===== config.mk =====
export PLATFORM = sky130hd
export DESIGN_NAME = audio_frame_capture_flat
export DESIGN_NICKNAME = d
export VERILOG_FILES = /design/src/rtl/audio_frame_capture_if.sv /design/src/rtl/audio_frame_capture.sv /design/src/flat_wrapper.sv
export SDC_FILE = /design/constraint.sdc
export NUM_CORES = 1
export LEC_CHECK = 0
export BUFFER_PORTS_ARGS = -buffer_cell sky130_fd_sc_hd__buf_2
export CAP_MARGIN = 10
export CORE_ASPECT_RATIO = 1.25
export CORE_MARGIN = 2
export CORE_UTILIZATION = 61
export DETAILED_ROUTE_END_ITERATION = 10
export PLACE_DENSITY = 0.79
export SKIP_CTS_REPAIR_TIMING = 1
export SYNTH_ARGS = -nofsm -noshare
export SYNTH_HDL_FRONTEND = slang
export SYNTH_SLANG_ARGS = --single-unit

===== constraint.sdc =====
create_clock -name AUD_XCK -period 5.34 [get_ports AUD_XCK]
set_input_delay 0.534 -clock AUD_XCK [delete_from_list [all_inputs] [get_ports AUD_XCK]]
set_output_delay 0.534 -clock AUD_XCK [all_outputs]
set_load 0.005 [all_outputs]

===== src/rtl/audio_frame_capture_if.sv =====
// ---------------------------------------------------------------------------
// audio_frame_capture_if
// Valid/ready stereo frame port between the capture stage and the
// playback/processing path.
//   out_valid  : head frame present (driven by master)
//   out_ready  : consumer accepts the head frame (driven by slave)
//   out_left   : head-of-queue left sample, signed 16-bit
//   out_right  : head-of-queue right sample, signed 16-bit
// ---------------------------------------------------------------------------
interface audio_frame_capture_if;
  logic        out_valid;
  logic        out_ready;
  logic [15:0] out_left;
  logic [15:0] out_right;

  modport master (
    output out_valid,
    output out_left,
    output out_right,
    input  out_ready
  );

  modport slave (
    input  out_valid,
    input  out_left,
    input  out_right,
    output out_ready
  );
endinterface


===== src/rtl/audio_frame_capture.sv =====
// ---------------------------------------------------------------------------
// audio_frame_capture
// Captures one left and one right 16-bit sample per LRCK period from the I2S
// deserializer, applies a 4-bit volume shift, and queues completed stereo
// frames in a small FIFO presented on a valid/ready port.
//
// Parameters:
//   FIFO_DEPTH     stereo frames buffered (power of two, 2..64)
//   CAPTURE_DELAY  AUD_XCK cycles from detected LRCK edge to sample latch (1..8)
// Ports:
//   AUD_XCK     clock for all logic
//   reset_n     synchronous active-low reset
//   AUD_LRCK    word clock, asynchronous, synchronized here
//   audiodata   parallel signed sample word
//   voi         volume, 0 = mute, 15 = unity
//   frame       valid/ready frame port (master side)
//   fifo_level  frames currently stored
//   overflow    sticky: a frame was dropped because the FIFO was full
// ---------------------------------------------------------------------------
module audio_frame_capture #(
  parameter int FIFO_DEPTH    = 8,
  parameter int CAPTURE_DELAY = 4
) (
  input  logic                          AUD_XCK,
  input  logic                          reset_n,
  input  logic                          AUD_LRCK,
  input  logic [15:0]                   audiodata,
  input  logic [3:0]                    voi,
  audio_frame_capture_if.master         frame,
  output logic [$clog2(FIFO_DEPTH):0]   fifo_level,
  output logic                          overflow
);

  localparam int AW = $clog2(FIFO_DEPTH);
  localparam int CW = 3;

  typedef enum logic [1:0] {
    S_IDLE,
    S_WAIT,
    S_CAPTURE
  } state_e;

  // ---------------- LRCK synchronizer and edge detect ----------------
  logic lrck_meta_q, lrck_sync_q, lrck_prev_q;
  logic lrck_edge;

  // NOTE: sequential state uses non-blocking (<=) so every flop samples the
  // pre-edge value of its source; blocking here would collapse the chain.
  always_ff @(posedge AUD_XCK) begin
    if (!reset_n) begin
      lrck_meta_q <= 1'b0;
      lrck_sync_q <= 1'b0;
      lrck_prev_q <= 1'b0;
    end else begin
      lrck_meta_q <= AUD_LRCK;
      lrck_sync_q <= lrck_meta_q;
      lrck_prev_q <= lrck_sync_q;
    end
  end

  assign lrck_edge = lrck_sync_q ^ lrck_prev_q;

  // ---------------- capture FSM ----------------
  state_e          state_q, state_d;
  logic [CW-1:0]   cnt_q, cnt_d;
  logic            is_left_q, is_left_d;
  logic            capture;

  always_ff @(posedge AUD_XCK) begin
    if (!reset_n) begin
      state_q   <= S_IDLE;
      cnt_q     <= '0;
      is_left_q <= 1'b0;
    end else begin
      state_q   <= state_d;
      cnt_q     <= cnt_d;
      is_left_q <= is_left_d;
    end
  end

  // NOTE: every signal gets a default before the case so no path leaves it
  // unassigned, which would otherwise infer a latch.
  always_comb begin
    state_d   = state_q;
    cnt_d     = cnt_q;
    is_left_d = is_left_q;
    capture   = 1'b0;
    unique case (state_q)
      S_IDLE: begin
        // Edges arriving in WAIT/CAPTURE are ignored; only IDLE looks.
        if (lrck_edge) begin
          is_left_d = lrck_sync_q;  // rising edge closes the left word
          cnt_d     = CW'(CAPTURE_DELAY - 1);
          state_d   = S_WAIT;
        end
      end
      S_WAIT: begin
        if (cnt_q == '0) state_d = S_CAPTURE;
        else             cnt_d   = cnt_q - 1'b1;
      end
      S_CAPTURE: begin
        capture = 1'b1;
        state_d = S_IDLE;
      end
      default: state_d = S_IDLE;
    endcase
  end

  // ---------------- volume scaling ----------------
  logic signed [15:0] sample_s;
  logic        [15:0] scaled;
  logic        [3:0]  shamt;

  always_comb begin
    sample_s = audiodata;
    shamt    = 4'd15 - voi;
    scaled   = (voi == 4'd0) ? 16'h0000 : 16'(sample_s >>> shamt);
  end

  // ---------------- left holding register ----------------
  logic [15:0] left_q;
  logic        have_left_q;
  logic        push;

  always_ff @(posedge AUD_XCK) begin
    if (!reset_n) begin
      left_q      <= '0;
      have_left_q <= 1'b0;
    end else if (capture) begin
      if (is_left_q) begin
        left_q      <= scaled;   // a second left overwrites the held one
        have_left_q <= 1'b1;
      end else begin
        have_left_q <= 1'b0;     // right consumes (or discards as orphan)
      end
    end
  end

  assign push = capture & ~is_left_q & have_left_q;

  // ---------------- frame FIFO ----------------
  logic [31:0]   mem [FIFO_DEPTH];
  logic [AW-1:0] wr_ptr_q, rd_ptr_q;
  logic [AW:0]   count_q, count_d;
  logic          overflow_q;
  logic          valid, full, pop, wr_en;
  logic [31:0]   head;

  assign valid = (count_q != '0);
  assign full  = (count_q == (AW+1)'(FIFO_DEPTH));
  assign pop   = valid & frame.out_ready;
  // When full, a push only lands if the head leaves in the same cycle.
  assign wr_en = push & (~full | pop);

  always_comb begin
    count_d = count_q;
    unique case ({wr_en, pop})
      2'b10:   count_d = count_q + 1'b1;
      2'b01:   count_d = count_q - 1'b1;
      default: count_d = count_q;
    endcase
  end

  always_ff @(posedge AUD_XCK) begin
    if (!reset_n) begin
      wr_ptr_q   <= '0;
      rd_ptr_q   <= '0;
      count_q    <= '0;
      overflow_q <= 1'b0;
    end else begin
      count_q <= count_d;
      if (wr_en) wr_ptr_q <= wr_ptr_q + 1'b1;
      if (pop)   rd_ptr_q <= rd_ptr_q + 1'b1;
      if (push && full && !pop) overflow_q <= 1'b1;
    end
  end

  // NOTE: the storage array has no reset; stale entries are never visible
  // because the outputs are gated by valid.
  always_ff @(posedge AUD_XCK) begin
    if (wr_en) mem[wr_ptr_q] <= {left_q, scaled};
  end

  assign head            = mem[rd_ptr_q];
  assign frame.out_valid = valid;
  assign frame.out_left  = valid ? head[31:16] : 16'h0000;
  assign frame.out_right = valid ? head[15:0]  : 16'h0000;
  assign fifo_level      = count_q;
  assign overflow        = overflow_q;

endmodule


===== src/flat_wrapper.sv =====
// flat-port wrapper written by rule: the top's interface ports become plain ports
module audio_frame_capture_flat 
#(
  parameter int FIFO_DEPTH    = 8,
  parameter int CAPTURE_DELAY = 4
)
  (AUD_XCK, reset_n, AUD_LRCK, audiodata, voi, fifo_level, overflow, frame_out_valid, frame_out_left, frame_out_right, frame_out_ready);
  audio_frame_capture_if frame_i ();
  input  logic AUD_XCK;
  input  logic reset_n;
  input  logic AUD_LRCK;
  input  logic [15:0] audiodata;
  input  logic [3:0] voi;
  output logic [$clog2(FIFO_DEPTH):0] fifo_level;
  output logic overflow;
  output wire logic [$bits(frame_i.out_valid)-1:0] frame_out_valid;
  output wire logic [$bits(frame_i.out_left)-1:0] frame_out_left;
  output wire logic [$bits(frame_i.out_right)-1:0] frame_out_right;
  input wire logic [$bits(frame_i.out_ready)-1:0] frame_out_ready;
  assign frame_out_valid = frame_i.out_valid;
  assign frame_out_left = frame_i.out_left;
  assign frame_out_right = frame_i.out_right;
  assign frame_i.out_ready = frame_out_ready;
  audio_frame_capture #(.FIFO_DEPTH(FIFO_DEPTH), .CAPTURE_DELAY(CAPTURE_DELAY)) u_core (.AUD_XCK(AUD_XCK), .reset_n(reset_n), .AUD_LRCK(AUD_LRCK), .audiodata(audiodata), .voi(voi), .frame(frame_i), .fifo_level(fifo_level), .overflow(overflow));
endmodule

==> results.cfg, run 1 <==
[detailed_routing]
ant_nets = 0
vias = 6873
vias_per_cell = 6.43
avgRoutedWirePerCell_um = 24.4
firstDrtPassIters = 5
drc = 0
routed_wirelength_um = 26100
drtIter0Drc = 637

[clock_network]
cts.sinks = 296
h-tree-depth = 1
clkTransAtPathRegs_ns = 0.06
insertion_delay_ns = 0.53
cts_buffer_depth = 3
cts_buffers = 28
tritoncts = built
root_buffer = clkbuf_16

[logic_synthesis]
synth-edff-count = 256
synth-main-ff-cell = edfxtp_1
synthTopCellsByArea = edfxtp_1 62%, mux4_2 14%, dfxtp_1 6.4%
synth.net_count = 750
netlist.top_cell.by_area = edfxtp_1
synth-seq-area-share_pct = 68.2
ys_warn_count = 0
ys_types = 68
ys_async_sr_fraction_pct = 0
avgSynthCellArea_sq_um = 17.3
synth_cells = 719
synth_top_area_share_pct = 61.7
syn_area_sq_um = 12500
ys_ff_latch = 296

[flow_run]
cap_violations = 0

[die]
io_pins = 62
initial_utilization_pct = 62.0
die_width_um = 132
placementRows = 58
dieArea_sq_um = 21600
fp.dieH_um = 164
coreArea_sq_um = 20100

[grt]
grt_pass1_wl_um = 40300
grt_start_max_net_pins = 48
antenna_found_initial = 0
grt_util_all_layers_pct = 24.8
overflow = 0
grt_pass1_vias = 7005

[final_layout]
fin_nets = 808
finalNonFillerCells = 1069
utilization_pct = 69.9
num_antenna_cells = 0
drive_gt1_share_pct = 28.4
areaGrowthSynthToFinish_pct = 12.9
finish.instance_area_sq_um = 14100

[critical_path]
setup.worst_path.end_class = primary output
crit_path_start_kind = flop
endpoint = frame_out_right[0]
path_class = reg2out
worstRegToRegCells = 11
arrival_ns = 3.05
reg2reg_to = u_core.fifo_level[2]$_SDFFE_PN0P_
cp_data_required_time_ns = 4.81
r2r-start = u_core.fifo_level[0]$_SDFFE_PN0P_
regToRegSetupSlack_ns = 1.91
critPathMaxFanout = 47

[timing]
post-route-period-util_pct = 67.2
period_needed_ns = 3.59
finalHoldViolCount = 0
rsz0062_at_grt = false
fin_setup_tns_ns = 0
drv_slew = 0
hold_slack_ns = 0.221
fin_worst_skew_ns = 0.0112
setup_ws_ns = 1.75
setup_viol = 0
fmax_ghz = 0.279
tightestPinTransition_ns = 1.02
slew_headroom_pct = 31.6

[pwr]
power_mw = 4.91
irDropWorstVdd_mv = 0.290
leakagePower_nw = 4.62
power_density_nw_per_um2 = 349

[placed_design]
dpl.hpwl_um = 15200
place.gp.congestion = 0.827
placed_cell_area_sq_um = 13000
pre_cts_ws_ns = 1.96
dp.cells = 1016
io_buffers = 61

[worst_hold_path]
hp-class = in2reg

[outcome]
status = complete, no violations
-- Yosys cell counts, drive strengths merged (2+ instances only) --
library cell / count
ha: 7
xnor2: 2
nor3: 10
dfxtp: 40
xor2: 4
mux2: 4
buf: 32
o211ai: 2
nand2: 18
edfxtp: 256
o22ai: 4
o21ai: 20
a32o: 2
a21o: 2
nand3: 15
o31ai: 3
a21oi: 18
nand2b: 9
nor2b: 5
or2: 4
and2: 7
nor2: 66
o2bb2ai: 2
nand3b: 2
mux2i: 48
a211oi: 2
mux4: 78
clkbuf: 13
a21boi: 2
a31oi: 3
or3: 5
or4: 2
inv: 9
-- final cells by class --
cell class                 instances  area [sq um]
timing repair buffer              73           395
clock inverter                    19           298
tap                              270           338
fill                            1295          6050
multi-input combinational        369          3730
clock buffer                      33           771
sequential                       296          8490
inverter                           9          33.8
-- routing by layer --
layer	vias up	track usage [%]	share of wire, %
li1	2983	-	-
met1	3524	32.4	39
met2	307	43.5	52
met3	59	2.99	5.7
met4	0	9.34	3.2
met5	-	0	0
-- placed cells by master, fill, tap and decap left out, types with 3 or more instances in the layout --
cell and count:
o31ai_1 3, o22ai_1 4, buf_2 61, nor2_4 7, o21ai_1 5, or2_2 3, a21oi_1 18, xor2_1 4
ha_1 7, mux2i_1 48, buf_4 11, and2_1 7, or3_1 4, a31oi_1 3, nand2_1 18, clkbuf_16 29
edfxtp_1 256, mux4_2 78, nand3_1 15, nand2b_1 9, nor3_1 8, nor2_1 59, inv_1 7, clkinv_2 3
dfxtp_1 37, bufinv_16 7, clkinvlp_4 3, o21ai_0 13, clkbuf_8 3, nor2b_1 5
-- power by group --
group | total (mW) | switching (mW) | internal [mW] | leakage, nW
Combinational | 0.162 | 0.106 | 0.0564 | 1.45
Sequential | 2.52 | 0.00284 | 2.51 | 2.66
Clock | 2.23 | 0.849 | 1.38 | 0.514
Total | 4.91 | 0.958 | 3.95 | 4.62
-- sequential cells by signal, indices dropped and copies added (netlist names), named ones only --
signal and count:
u_core.is_left_q 1, u_core.fifo_level 4, u_core.overflow 1, u_core.state_q 2, u_core.wr_ptr_q 3, u_core.cnt_q 3
u_core.have_left_q 1, u_core.lrck_sync_q 1, u_core.left_q 16, u_core.rd_ptr_q 3, u_core.lrck_meta_q 1, u_core.mem 256
u_core.lrck_prev_q 1
-- critical path, stage by stage (launching register included) --
cell and delay [ns]:
dfxtp_4 0.95, buf_4 0.48, mux4_2 0.55, mux2i_1 0.23
nor2_1 0.08, buf_2 0.18
-- worst min path at each step --
stage,from,end,cells after the start
finish,AUD_LRCK,u_core.lrck_meta_q$_SDFF_PN0_,2
global route,AUD_LRCK,u_core.lrck_meta_q$_SDFF_PN0_,2
CTS,AUD_LRCK,u_core.lrck_meta_q$_SDFF_PN0_,2
detailed placement,u_core.lrck_meta_q$_SDFF_PN0_,u_core.lrck_sync_q$_SDFF_PN0_,1
global placement,u_core.lrck_meta_q$_SDFF_PN0_,u_core.lrck_sync_q$_SDFF_PN0_,1
floorplan,u_core.lrck_meta_q$_SDFF_PN0_,u_core.lrck_sync_q$_SDFF_PN0_,1
-- kinds of logic after synthesis --
group	count (synthesis)	share of synthesized area [%]
multiplexers	130	18.4
adder cells (fa/ha/maj)	7	0.703
AO/OA/AOI/OAI	74	3.95
buffers and inverters	54	2.36
AND/OR/NAND/NOR	152	6.02
flip-flops	296	68.2
XOR/XNOR	6	0.422
Note: power is estimated with default switching activity, not from simulation.
==> run 2, diff against run 1 <==
--- a/config.mk
+++ b/config.mk
@@ -9,9 +9,9 @@
 export CAP_MARGIN = 10
 export CORE_ASPECT_RATIO = 1.25
 export CORE_MARGIN = 2
-export CORE_UTILIZATION = 61
+export CORE_UTILIZATION = 55
 export DETAILED_ROUTE_END_ITERATION = 10
-export PLACE_DENSITY = 0.79
+export PLACE_DENSITY = 0.76
 export SKIP_CTS_REPAIR_TIMING = 1
 export SYNTH_ARGS = -nofsm -noshare
 export SYNTH_HDL_FRONTEND = slang
==> constraint.sdc (replaced) <==
create_clock -name AUD_XCK -period 3.2 [get_ports AUD_XCK]
set_input_delay 0.32 -clock AUD_XCK [delete_from_list [all_inputs] [get_ports AUD_XCK]]
set_output_delay 0.32 -clock AUD_XCK [all_outputs]
set_load 0.005 [all_outputs]
==> results.cfg, run 2 (synthesis results as in run 1) <==
[flow_run]
cap_violations = 0

[final_layout]
fin_nets = 813
drive_gt1_share_pct = 28.4
layout_commonest_cell = edfxtp_1
finish.instance_area_sq_um = 13900
utilization_pct = 62.7
finalNonFillerCells = 1085
top_register = u_core.mem
num_antenna_cells = 0
areaGrowthSynthToFinish_pct = 11.9
layout_common_cells = 256 x edfxtp_1, 78 x mux4_2, 61 x buf_2
fillCellCount = 1549
largest_reg_flops = 256

[grt]
grt_util_all_layers_pct = 21.2
overflow = 0
grt_pass1_wl_um = 38700
antenna_found_initial = 0
grt.busiest_layer = met2
grt_pass1_vias = 6809
met2_usage_pct = 37.4
use_met3_pct = 2.46
met1_usage_pct = 28.6
grt_start_max_net_pins = 39

[die]
io_pins = 62
placementRows = 61
initial_utilization_pct = 56.1
coreArea_sq_um = 22200
die_width_um = 139
dieArea_sq_um = 23900
fp.dieH_um = 172

[clock_network]
insertion_delay_ns = 0.52
cts_buffer_depth = 3
cts.sinks = 296
tritoncts = built
cts_buffers = 27
root_buffer = clkbuf_16
clkTransAtPathRegs_ns = 0.06
h-tree-depth = 1

[worst_hold_path]
hp-class = in2reg
whs_endpoint = u_core.lrck_meta_q$_SDFF_PN0_
hold_path_startpoint = AUD_LRCK
worstHoldPathCells = 2

[critical_path]
regToRegSetupSlack_ns = 0.62
reg2reg_to = u_core.fifo_level[2]$_SDFFE_PN0P_
setup.worst_path.end_class = primary output
crit_path_start_kind = flop
critPathMaxStageDelay_ns = 0.56
worstRegToRegCells = 11
critPathMaxFanout = 38
slowest_stage = dfxtp_4
arrival_ns = 2.48
path_cells = buf_12 -> mux4_2 -> mux2i_1 -> nor2_1 -> buf_2
cp_data_required_time_ns = 2.88
r2r-start = u_core.fifo_level[1]$_SDFFE_PN0P_
path_class = reg2out

[timing]
fin_worst_skew_ns = 0.0187
setup_viol = 0
post-route-period-util_pct = 87.5
finalHoldViolCount = 0
rsz0062_at_grt = false
tightestPinTransition_ns = 0.827
fin_setup_tns_ns = 0
slew_headroom_pct = 44.9
hold_slack_ns = 0.00876
setup_ws_ns = 0.401
period_needed_ns = 2.80
drv_slew = 0
fmax_ghz = 0.357

[placed_design]
pre_cts_ws_ns = 0.638
io_buffers = 61
dpl.hpwl_um = 14800
place.gp.congestion = 0.843
dp.cells = 1036
placed_cell_area_sq_um = 13100

[detailed_routing]
firstDrtPassIters = 5
avgRoutedWirePerCell_um = 23.0
ant_nets = 0
routed_wirelength_um = 25000
vias_per_cell = 6.18
vias = 6709
drc = 0
drtIter0Drc = 557

[pwr]
power_mw = 7.48
leakagePower_nw = 4.62
power_density_nw_per_um2 = 537
irDropWorstVdd_mv = 0.461

[outcome]
status = complete, no violations
-- run 2: changes by cell type in the layout (fill, tap and decap cells not counted), sizes merged --
cell    delta
buf        +7
bufinv     -6
clkbuf     -3
clkinv     +6
inv        -1
-- run 2: report_power, final --
group          leakage [nW]  switching, mW  internal, mW
Clock                 0.415           1.33          1.68
Combinational          1.49          0.172        0.0959
Sequential             2.71        0.00457          4.19
-- run 2: critical path, delay by kind of cell (launching register included) --
family,cells,cell delay (ns)
AND/OR/NAND/NOR,1,0.07
multiplexers,2,0.83
flip-flops,1,0.56
buffers and inverters,2,0.48
-- run 2: per-layer routing --
metal	wire, um	vias up
met4	467	0
met2	13000	242
li1	-	2991
met1	9920	3444
met3	1580	32
met5	0	-
-- run 2: final cells by class --
type / instances / area, sq um / share of cell area (%)
sequential: 296 / 8490 / 61.0
multi-input combinational: 369 / 3740 / 26.8
clock buffer: 31 / 711 / 5.10
timing repair buffer: 79 / 465 / 3.34
tap: 283 / 354 / 2.54
clock inverter: 18 / 134 / 0.961
inverter: 9 / 33.8 / 0.242
-- run 2: worst max-delay path by stage --
stage	to	slack [ns]	cells after the start	from
3_5_place_dp	u_core.fifo_level[2]$_SDFFE_PN0P_	0.64	11	u_core.fifo_level[1]$_SDFFE_PN0P_
6_report	frame_out_right[5]	0.40	5	flop
5_1_grt	frame_out_right[5]	0.26	5	flop
4_1_cts	frame_out_right[5]	0.35	5	flop
3_3_place_gp	u_core.fifo_level[2]$_SDFFE_PN0P_	0.74	11	u_core.fifo_level[1]$_SDFFE_PN0P_
2_1_floorplan	u_core.mem[7][0]$_DFFE_PP_	0.35	4	u_core.state_q[0]$_SDFFE_PN0P_
==> run 3, diff against run 2 <==
--- a/config.mk
+++ b/config.mk
@@ -9,9 +9,9 @@
 export CAP_MARGIN = 10
 export CORE_ASPECT_RATIO = 1.25
 export CORE_MARGIN = 2
-export CORE_UTILIZATION = 55
+export CORE_UTILIZATION = 61
 export DETAILED_ROUTE_END_ITERATION = 10
-export PLACE_DENSITY = 0.76
+export PLACE_DENSITY = 0.79
 export SKIP_CTS_REPAIR_TIMING = 1
 export SYNTH_ARGS = -nofsm -noshare
 export SYNTH_HDL_FRONTEND = slang
==> constraint.sdc (replaced) <==
create_clock -name AUD_XCK -period 2.79 [get_ports AUD_XCK]
set_input_delay 0.279 -clock AUD_XCK [delete_from_list [all_inputs] [get_ports AUD_XCK]]
set_output_delay 0.279 -clock AUD_XCK [all_outputs]
set_load 0.005 [all_outputs]
==> results.cfg, run 3 (synthesis results as in run 1) <==
[outcome]
status = complete, no violations

[worst_hold_path]
hp-class = in2reg

[die]
fp.dieH_um = 164
io_pins = 62
placementRows = 58
dieArea_sq_um = 21600
coreArea_sq_um = 20100
initial_utilization_pct = 62.0
die_width_um = 132

[critical_path]
setup.worst_path.end_class = primary output
path_depth = 5
crit_family = multiplexers
arrival_ns = 2.34
cp_data_required_time_ns = 2.51
critPathMaxFanout = 11
crit_path_start_kind = flop
slowest_stage = mux4_2
path_cells = buf_4 -> mux4_2 -> mux2i_1 -> nor2_1 -> buf_2
path_class = reg2out
critPathMaxStageDelay_ns = 0.54
crit_buf_inv = 2
r2r-start = u_core.fifo_level[1]$_SDFFE_PN0P_
reg2reg_to = u_core.fifo_level[2]$_SDFFE_PN0P_
endpoint = frame_out_right[2]
regToRegSetupSlack_ns = 0.21
worstRegToRegCells = 11

[detailed_routing]
vias = 6897
drtIter0Drc = 589
routed_wirelength_um = 26100
firstDrtPassIters = 5
avgRoutedWirePerCell_um = 24.1
drc = 0
ant_nets = 0
vias_per_cell = 6.37

[placed_design]
place.gp.congestion = 0.867
io_buffers = 61
placed_cell_area_sq_um = 13200
dpl.hpwl_um = 14900

[timing]
drv_slew = 0
hold_slack_ns = 0.180
post-route-period-util_pct = 93.9
tightestPinTransition_ns = 1.17
slew_headroom_pct = 21.3
period_needed_ns = 2.62
fin_worst_skew_ns = 0.0168
finalHoldViolCount = 0
rsz0062_at_grt = false
setup_viol = 0
fmax_ghz = 0.382

[grt]
grt_start_max_net_pins = 33
antenna_found_initial = 0
grt_pass1_vias = 6854
grt_util_all_layers_pct = 24.8
overflow = 0
grt_pass1_wl_um = 40100

[pwr]
irDropWorstVdd_mv = 0.446
power_density_nw_per_um2 = 601
leakagePower_nw = 4.65

[final_layout]
finish.instance_area_sq_um = 14000
utilization_pct = 69.8
regArea_sq_um = 8500
largest_reg_flops = 256
multi_input_area_sq_um = 3740
layout_commonest_cell = edfxtp_1
fin_nets = 823
layout_common_cells = 256 x edfxtp_1, 78 x mux4_2, 61 x buf_2
areaGrowthSynthToFinish_pct = 12.7
num_antenna_cells = 0
fillCellCount = 1275
drive_gt1_share_pct = 28.0
top_register = u_core.mem

[clock_network]
root_buffer = clkbuf_16
cts_buffer_depth = 3
clkTransAtPathRegs_ns = 0.06
tritoncts = built
cts.sinks = 296
cts_buffers = 27
insertion_delay_ns = 0.53
h-tree-depth = 1

[flow_run]
cap_violations = 0
run 3: worst min-delay path by stage:
stage                                        startpoint                        endpoint  depth (start not counted)  slack [ns]
final                                           reset_n    u_core.cnt_q[2]$_SDFFE_PN0P_                          3        0.18
after floorplan                                AUD_LRCK   u_core.lrck_meta_q$_SDFF_PN0_                          1        0.41
after detailed placement  u_core.lrck_meta_q$_SDFF_PN0_   u_core.lrck_sync_q$_SDFF_PN0_                          1        0.43
after global routing                            reset_n  u_core.state_q[1]$_SDFFE_PN0P_                          3        0.19
after CTS                                      AUD_LRCK   u_core.lrck_meta_q$_SDFF_PN0_                          2       -0.05
after global placement    u_core.lrck_meta_q$_SDFF_PN0_   u_core.lrck_sync_q$_SDFF_PN0_                          1        0.42
run 3: report_power, final:
part / switching, mW / total, mW / internal (mW)
sequential: 0.00556 / 4.82 / 4.81
combinational: 0.206 / 0.322 / 0.116
clock: 1.51 / 3.29 / 1.78
total: 1.72 / 8.42 / 6.71
run 3: final cells by class:
class	instances	share of cell area [%]
Sequential cell	296	60.6
Timing Repair Buffer	89	4.61
Clock buffer	34	5.00
Multi-Input combinational cell	369	26.6
Tap cell	270	2.41
Clock inverter	15	0.526
Inverter	9	0.241
run 3: per-layer routing:
metal	global-route usage, %	vias up	share of wire [%]	routed length, um
met1	32.8	3511	38	10000
met5	0	-	0	0
li1	-	3006	-	-
met2	43.5	325	52	13400
met4	8.30	0	3.1	800
met3	2.90	55	7.0	1840
run 3: worst reg2reg max path: cells and delay by family (launching register included):
family,cells,cell delay [ns]
XOR/XNOR,2,0.27
AO/OA/AOI/OAI,2,0.30
AND/OR/NAND/NOR,4,1.06
adder cells (fa/ha/maj),2,0.47
buffers and inverters,1,0.05
flip-flops,1,0.38
run 3: stage by stage:
step | power, mW | TNS, ns | instances | setup slack (ns)
4_1_cts | 8.47 | 0 | 1081 | 0.00420
3_3_place_gp | 5.21 | 0 | 1032 | 0.358
2_1_floorplan | 5.13 | -5.98 | 719 | -0.0623
6_report | 8.42 | 0 | 1082 | 0.171
5_1_grt | 8.66 | 0 | 1082 | 0.0269
3_5_place_dp | 5.23 | 0 | 1032 | 0.230
